### src/rtl/grayscale_stream.sv
// Pixel conversion stage: pulls RGB words from a FWFT FIFO, converts them per
// pixel mode through a 2-stage stallable pipeline and counts pixels per frame.
module grayscale_stream #(
  parameter int CHANNEL_WIDTH = 8,
  parameter int FRAME_PIXELS  = 388800,
  localparam int W  = CHANNEL_WIDTH,
  localparam int CW = $clog2(FRAME_PIXELS + 1)
) (
  input  logic            clock,
  input  logic            reset,
  input  logic [1:0]      mode,
  input  logic [3*W-1:0]  in_dout,
  input  logic            in_empty,
  output logic            in_rd_en,
  output logic [3*W-1:0]  out_din,
  input  logic            out_full,
  output logic            out_wr_en,
  output logic            frame_done,
  output logic [CW-1:0]   pixel_count,
  output logic            busy
);

  localparam int SW = W + 2;
  localparam int LW = W + 9;
  localparam logic [SW-1:0] THREE = SW'(3);
  localparam logic [CW-1:0] LAST  = CW'(FRAME_PIXELS - 1);

  logic [W-1:0]    r_in, g_in, b_in, max_rg, max_in;
  logic [SW-1:0]   sum_in;
  logic [LW-1:0]   luma_in;

  logic            v1_q, v1_d, v2_q, v2_d;
  logic [1:0]      mode1_q, mode1_d;
  logic [3*W-1:0]  pix1_q, pix1_d;
  logic [SW-1:0]   sum1_q, sum1_d;
  logic [LW-1:0]   luma1_q, luma1_d;
  logic [W-1:0]    max1_q, max1_d;
  logic [3*W-1:0]  out_q, out_d, res;
  logic [W-1:0]    y;
  logic [CW-1:0]   cnt_q, cnt_d;
  logic            s1_ready, s2_ready;

  // Handshake: a stage accepts when it is empty or its contents move on this
  // edge; S2 moves only when the output FIFO is not full. A word transfers on
  // any edge where both sides' enable (in_rd_en / out_wr_en) is high.
  assign s2_ready   = !v2_q || !out_full;
  assign s1_ready   = !v1_q || s2_ready;
  assign in_rd_en   = reset && !in_empty && s1_ready;
  assign out_wr_en  = v2_q && !out_full;
  assign frame_done = out_wr_en && (cnt_q == LAST);
  assign out_din    = out_q;
  assign pixel_count = cnt_q;
  assign busy       = v1_q || v2_q;

  assign b_in = in_dout[W-1:0];
  assign g_in = in_dout[2*W-1:W];
  assign r_in = in_dout[3*W-1:2*W];

  always_comb begin
    sum_in  = SW'(r_in) + SW'(g_in) + SW'(b_in);
    luma_in = LW'(r_in) * LW'(77) + LW'(g_in) * LW'(150) + LW'(b_in) * LW'(29) + LW'(128);
    max_rg  = (r_in > g_in) ? r_in : g_in;
    max_in  = (max_rg > b_in) ? max_rg : b_in;
  end

  // Stage 1 captures the raw pixel, its mode and the full-width intermediates.
  always_comb begin
    v1_d    = v1_q;
    mode1_d = mode1_q;
    pix1_d  = pix1_q;
    sum1_d  = sum1_q;
    luma1_d = luma1_q;
    max1_d  = max1_q;
    if (s1_ready) begin
      v1_d = in_rd_en;
      if (in_rd_en) begin
        mode1_d = mode;
        pix1_d  = in_dout;
        sum1_d  = sum_in;
        luma1_d = luma_in;
        max1_d  = max_in;
      end
    end
  end

  always_comb begin
    y = '0;
    case (mode1_q)
      2'd1:    y = W'(sum1_q / THREE);
      2'd2:    y = W'(luma1_q >> 8);
      2'd3:    y = max1_q;
      default: y = '0;
    endcase
    res = (mode1_q == 2'd0) ? pix1_q : {y, y, y};
  end

  always_comb begin
    v2_d  = v2_q;
    out_d = out_q;
    if (s2_ready) begin
      v2_d = v1_q;
      if (v1_q) out_d = res;
    end
  end

  always_comb begin
    cnt_d = cnt_q;
    if (frame_done)     cnt_d = '0;
    else if (out_wr_en) cnt_d = cnt_q + CW'(1);
  end

  always_ff @(posedge clock or negedge reset) begin
    if (!reset) begin
      v1_q    <= 1'b0;
      v2_q    <= 1'b0;
      mode1_q <= '0;
      pix1_q  <= '0;
      sum1_q  <= '0;
      luma1_q <= '0;
      max1_q  <= '0;
      out_q   <= '0;
      cnt_q   <= '0;
    end else begin
      v1_q    <= v1_d;
      v2_q    <= v2_d;
      mode1_q <= mode1_d;
      pix1_q  <= pix1_d;
      sum1_q  <= sum1_d;
      luma1_q <= luma1_d;
      max1_q  <= max1_d;
      out_q   <= out_d;
      cnt_q   <= cnt_d;
    end
  end

endmodule

### config.mk
export PLATFORM = sky130hd
export DESIGN_NAME = grayscale_stream
export DESIGN_NICKNAME = d
export VERILOG_FILES = /design/src/rtl/grayscale_stream.sv
export SDC_FILE = /design/constraint.sdc
export NUM_CORES = 1
export LEC_CHECK = 0
export BUFFER_PORTS_ARGS = -buffer_cell sky130_fd_sc_hd__buf_2
export CORE_UTILIZATION = 56
export CTS_CLUSTER_DIAMETER = 30
export DETAILED_ROUTE_END_ITERATION = 10
export PLACE_DENSITY = 0.83
export REMOVE_ABC_BUFFERS = 1
export SYNTH_ARGS = -nofsm -noshare
export SYNTH_HDL_FRONTEND = slang
export SYNTH_SLANG_ARGS = --single-unit
export TNS_END_PERCENT = 10
### constraint.sdc
create_clock -name clock -period 2.9 [get_ports clock]
set_input_delay 0.29 -clock clock [delete_from_list [all_inputs] [get_ports clock]]
set_output_delay 0.29 -clock clock [all_outputs]
set_load 0.05 [all_outputs]
==> impl_metrics.json <==
{
  "status": "finished with violations",
  "violations": "negative setup slack",
  "h-tree-depth": 3,
  "yosys.area.top_type_share_pct": 27.0,
  "period_needed_ns": 5.80,
  "cpPeakStageDelay_ns": 0.54,
  "synth_flop_cell": "dfrtp_1",
  "clockBufferDepth": 2,
  "met3WireLength_mm": 1.18,
  "timing.reg2reg.worst_path_depth": 11,
  "slew_viol_final": 0,
  "tightest_slew_ns": 0.716,
  "p_switching_mw": 7.74,
  "max_clock_freq_ghz": 0.172,
  "n_antenna_cell": 0,
  "totalPowerFinal_mw": 16.4,
  "place_congestion": 0.911,
  "yosysSeqAreaShare_pct": 27.0,
  "cp_max_fo": 3,
  "mostFrequentLayoutCells": "buf_4 (152), inv_1 (136), nand2_1 (113)",
  "synth.ff_latch_count": 97,
  "grt_usage_pct": 33.4,
  "fill_cells": 1076,
  "reg2reg_slack_ns": -0.31,
  "drc": 0,
  "grt_pass1_vias": 8566,
  "swShare_pct": 47.2,
  "reg2reg_from": "sum1_q[7]$_DFFE_PN0P_",
  "critPathLaunchType": "input pin",
  "num_rows": 45,
  "cp-startpoint": "in_dout[14]",
  "clock_latency_ns": 0.35,
  "drt-pass1-iter-count": 5,
  "syn_area_per_cell_um2": 8.99,
  "grt.overflow.total": 0,
  "wl_met1_mm": 10.2,
  "die_w_um": 129,
  "synth_top_cell_by_area": "dfrtp_1",
  "cts-root-buf": "clkbuf_16",
  "synthCells": 999,
  "fin_nets": 1424,
  "final-hold-violation-count": 0,
  "routed_via_density": 5.74,
  "async_flop_share_pct": 100,
  "arrival_ns": 6.02,
  "slew_headroom_pct": 52.3,
  "p_per_area_nw_per_um2": 1430,
  "clock_sinks": 97,
  "grt_max_degree": 77,
  "yosysUniqueCellTypes": 68,
  "die_h_um": 129,
  "p_int_mw": 8.67,
  "combPwrFrac_pct": 80.3,
  "antenna_found_initial": 0,
  "seqPwrFrac_pct": 12.5,
  "die-area_um2": 16500,
  "setup_viol": 22,
  "p_leak_nw": 5.75,
  "synth_area_leaders": "dfrtp_1 (27%), ha_1 (17%), fa_1 (14%)",
  "period_share_pct": 200,
  "synth_warnings": 0,
  "rsz0062_at_grt": "yes",
  "final_common_cell": "buf_4",
  "utilization_pct": 74.4,
  "crit_slowest_cell": "fa_1",
  "cts_buffers": 9,
  "r2r_end": "out_din[0]$_DFFE_PN0P_",
  "pin_count": 77,
  "grt_pass1_wl_mm": 42.3,
  "end_kind": "flop",
  "drt-total-wl_mm": 26.4,
  "num_vias": 8179,
  "initial_core_util_pct": 58.2,
  "top_layer": "met4",
  "timing.setup.tns_ns": -27.42,
  "fin_skew_ns": 0.00711,
  "worstPathRequired_ns": 3.11,
  "peakVddDrop_mv": 1.66,
  "drv_cap": 0,
  "drive_above_1_share_pct": 28.0,
  "cts_tree": "built",
  "clkTransAtPathRegs_ns": 0.07,
  "port_buffers": 76,
  "drtIter0Drc": 569,
  "drtAntennaViolNets": 0,
  "place.detailed.hpwl_mm": 19.3,
  "wl_met2_mm": 13.6,
  "synth_edf_count": 0,
  "wire_per_inst_um": 18.5,
  "clkPwrFrac_pct": 7.3,
  "min_path_type": "in2async",
  "crit_path_end": "luma1_q[15]$_DFFE_PN0P_",
  "syn-cell-area_um2": 8980,
  "worstSetupPathType": "in2reg",
  "setup_ws_ns": -2.90,
  "area_growth_pct": 27.7,
  "design.core.area_um2": 15400,
  "hold_buffers": 0
}
==> worst min-delay path by stage <==
| stage | startpoint | endpoint | slack, ns | cells after the start |
|---|---|---|---|---|
| after floorplan | reset | luma1_q[10]$_DFFE_PN0P_ | -0.006 | 0 |
| after global placement | reset | pixel_count[0]$_DFFE_PN0P_ | 0.46 | 2 |
| after detailed placement | reset | pixel_count[1]$_DFFE_PN0P_ | 0.46 | 2 |
| after CTS | reset | sum1_q[8]$_DFFE_PN0P_ | 0.08 | 2 |
| after global routing | reset | sum1_q[8]$_DFFE_PN0P_ | 0.11 | 2 |
| final | reset | out_din[5]$_DFFE_PN0P_ | 0.06 | 2 |
==> cell type report <==
class / instances / area [µm²] / area share (%)
multi-input combinational: 727 / 6350 / 55.3
sequential: 97 / 2430 / 21.2
timing repair buffer: 233 / 1600 / 14.0
inverter: 142 / 533 / 4.65
tap: 211 / 264 / 2.30
clock buffer: 9 / 225 / 1.96
clock inverter: 7 / 68.8 / 0.600
==> worst max-delay path: cells and delay by family <==
family	cells	cell delay (ns)
fa+ha+maj	11	4.00
compound gates	6	0.87
buf+inv	5	0.29
simple gates	2	0.29
xor+xnor	2	0.26
==> kinds of logic (layout without fill, tap and decap cells) <==
kind of cell,after synthesis,after routing,share of synthesized area (%)
muxes,11,11,1.37
DFF,97,97,27.0
and+or+nand+nor,280,280,14.2
xor gates and xnor gates,44,44,4.29
buffers and inverters,175,391,7.43
adders and majority gates,185,185,31.1
AOI/OAI and AO/OA,207,207,14.6
==> through the flow <==
stage | cells | worst slack [ns] | cell area [µm²] | hold slack, ns
2_1_floorplan | 966 | -3.28 | 8850 | -0.00559
3_3_place_gp | 1405 | -3.51 | 10600 | 0.455
3_5_place_dp | 1405 | -3.87 | 10600 | 0.456
4_1_cts | 1425 | -2.73 | 11400 | 0.0795
5_1_grt | 1426 | -3.02 | 11500 | 0.108
6_report | 1426 | -2.90 | 11500 | 0.0648
==> synth_stat cells, types with 5 or more instances <==
| library cell | instances |
|---|---|
| o21bai_1 | 6 |
| clkbuf_1 | 25 |
| xor2_1 | 19 |
| o31ai_1 | 5 |
| nor2_1 | 72 |
| a211oi_1 | 11 |
| nand2_1 | 113 |
| nand3_1 | 25 |
| fa_1 | 64 |
| and3_1 | 6 |
| dfrtp_1 | 97 |
| a21o_1 | 5 |
| a21oi_1 | 58 |
| o21a_1 | 7 |
| nor2b_1 | 9 |
| inv_1 | 142 |
| o21ai_0 | 64 |
| nand2b_1 | 12 |
| nor3_1 | 9 |
| mux2_2 | 10 |
| xnor2_1 | 25 |
| buf_2 | 5 |
| and2_1 | 6 |
| ha_1 | 120 |
| nand4_1 | 9 |
| a31oi_1 | 13 |
==> registers in the layout, indices dropped and copies added (netlist names), 2 cells and up <==
register and cells:
mode1_q 2, luma1_q 8, pixel_count 19, max1_q 8, sum1_q 10, out_din 24
pix1_q 24
==> power groups by stage <==
stage               Clock (mW)  Sequential [mW]  Combinational [mW]
finish                    1.19             2.04                13.2
global route              1.25             2.09                14.1
CTS                       1.19             2.03                11.5
detailed placement           0             2.05                9.74
global placement             0             2.02                9.10
floorplan                    0             2.60                5.29
==> layer usage <==
layer / track usage, % / up-vias
li1: - / 3784
met1: 38.0 / 3997
met2: 61.9 / 298
met3: 3.91 / 100
met4: 16.6 / 0
met5: 0 / -
==> timing repair <==
action	in CTS	in global routing
setup buffers	4	1
resized for setup	78	23
setup endpoints to repair	22	22
pin swaps	51	4
Power figures use the tool's default switching activity.
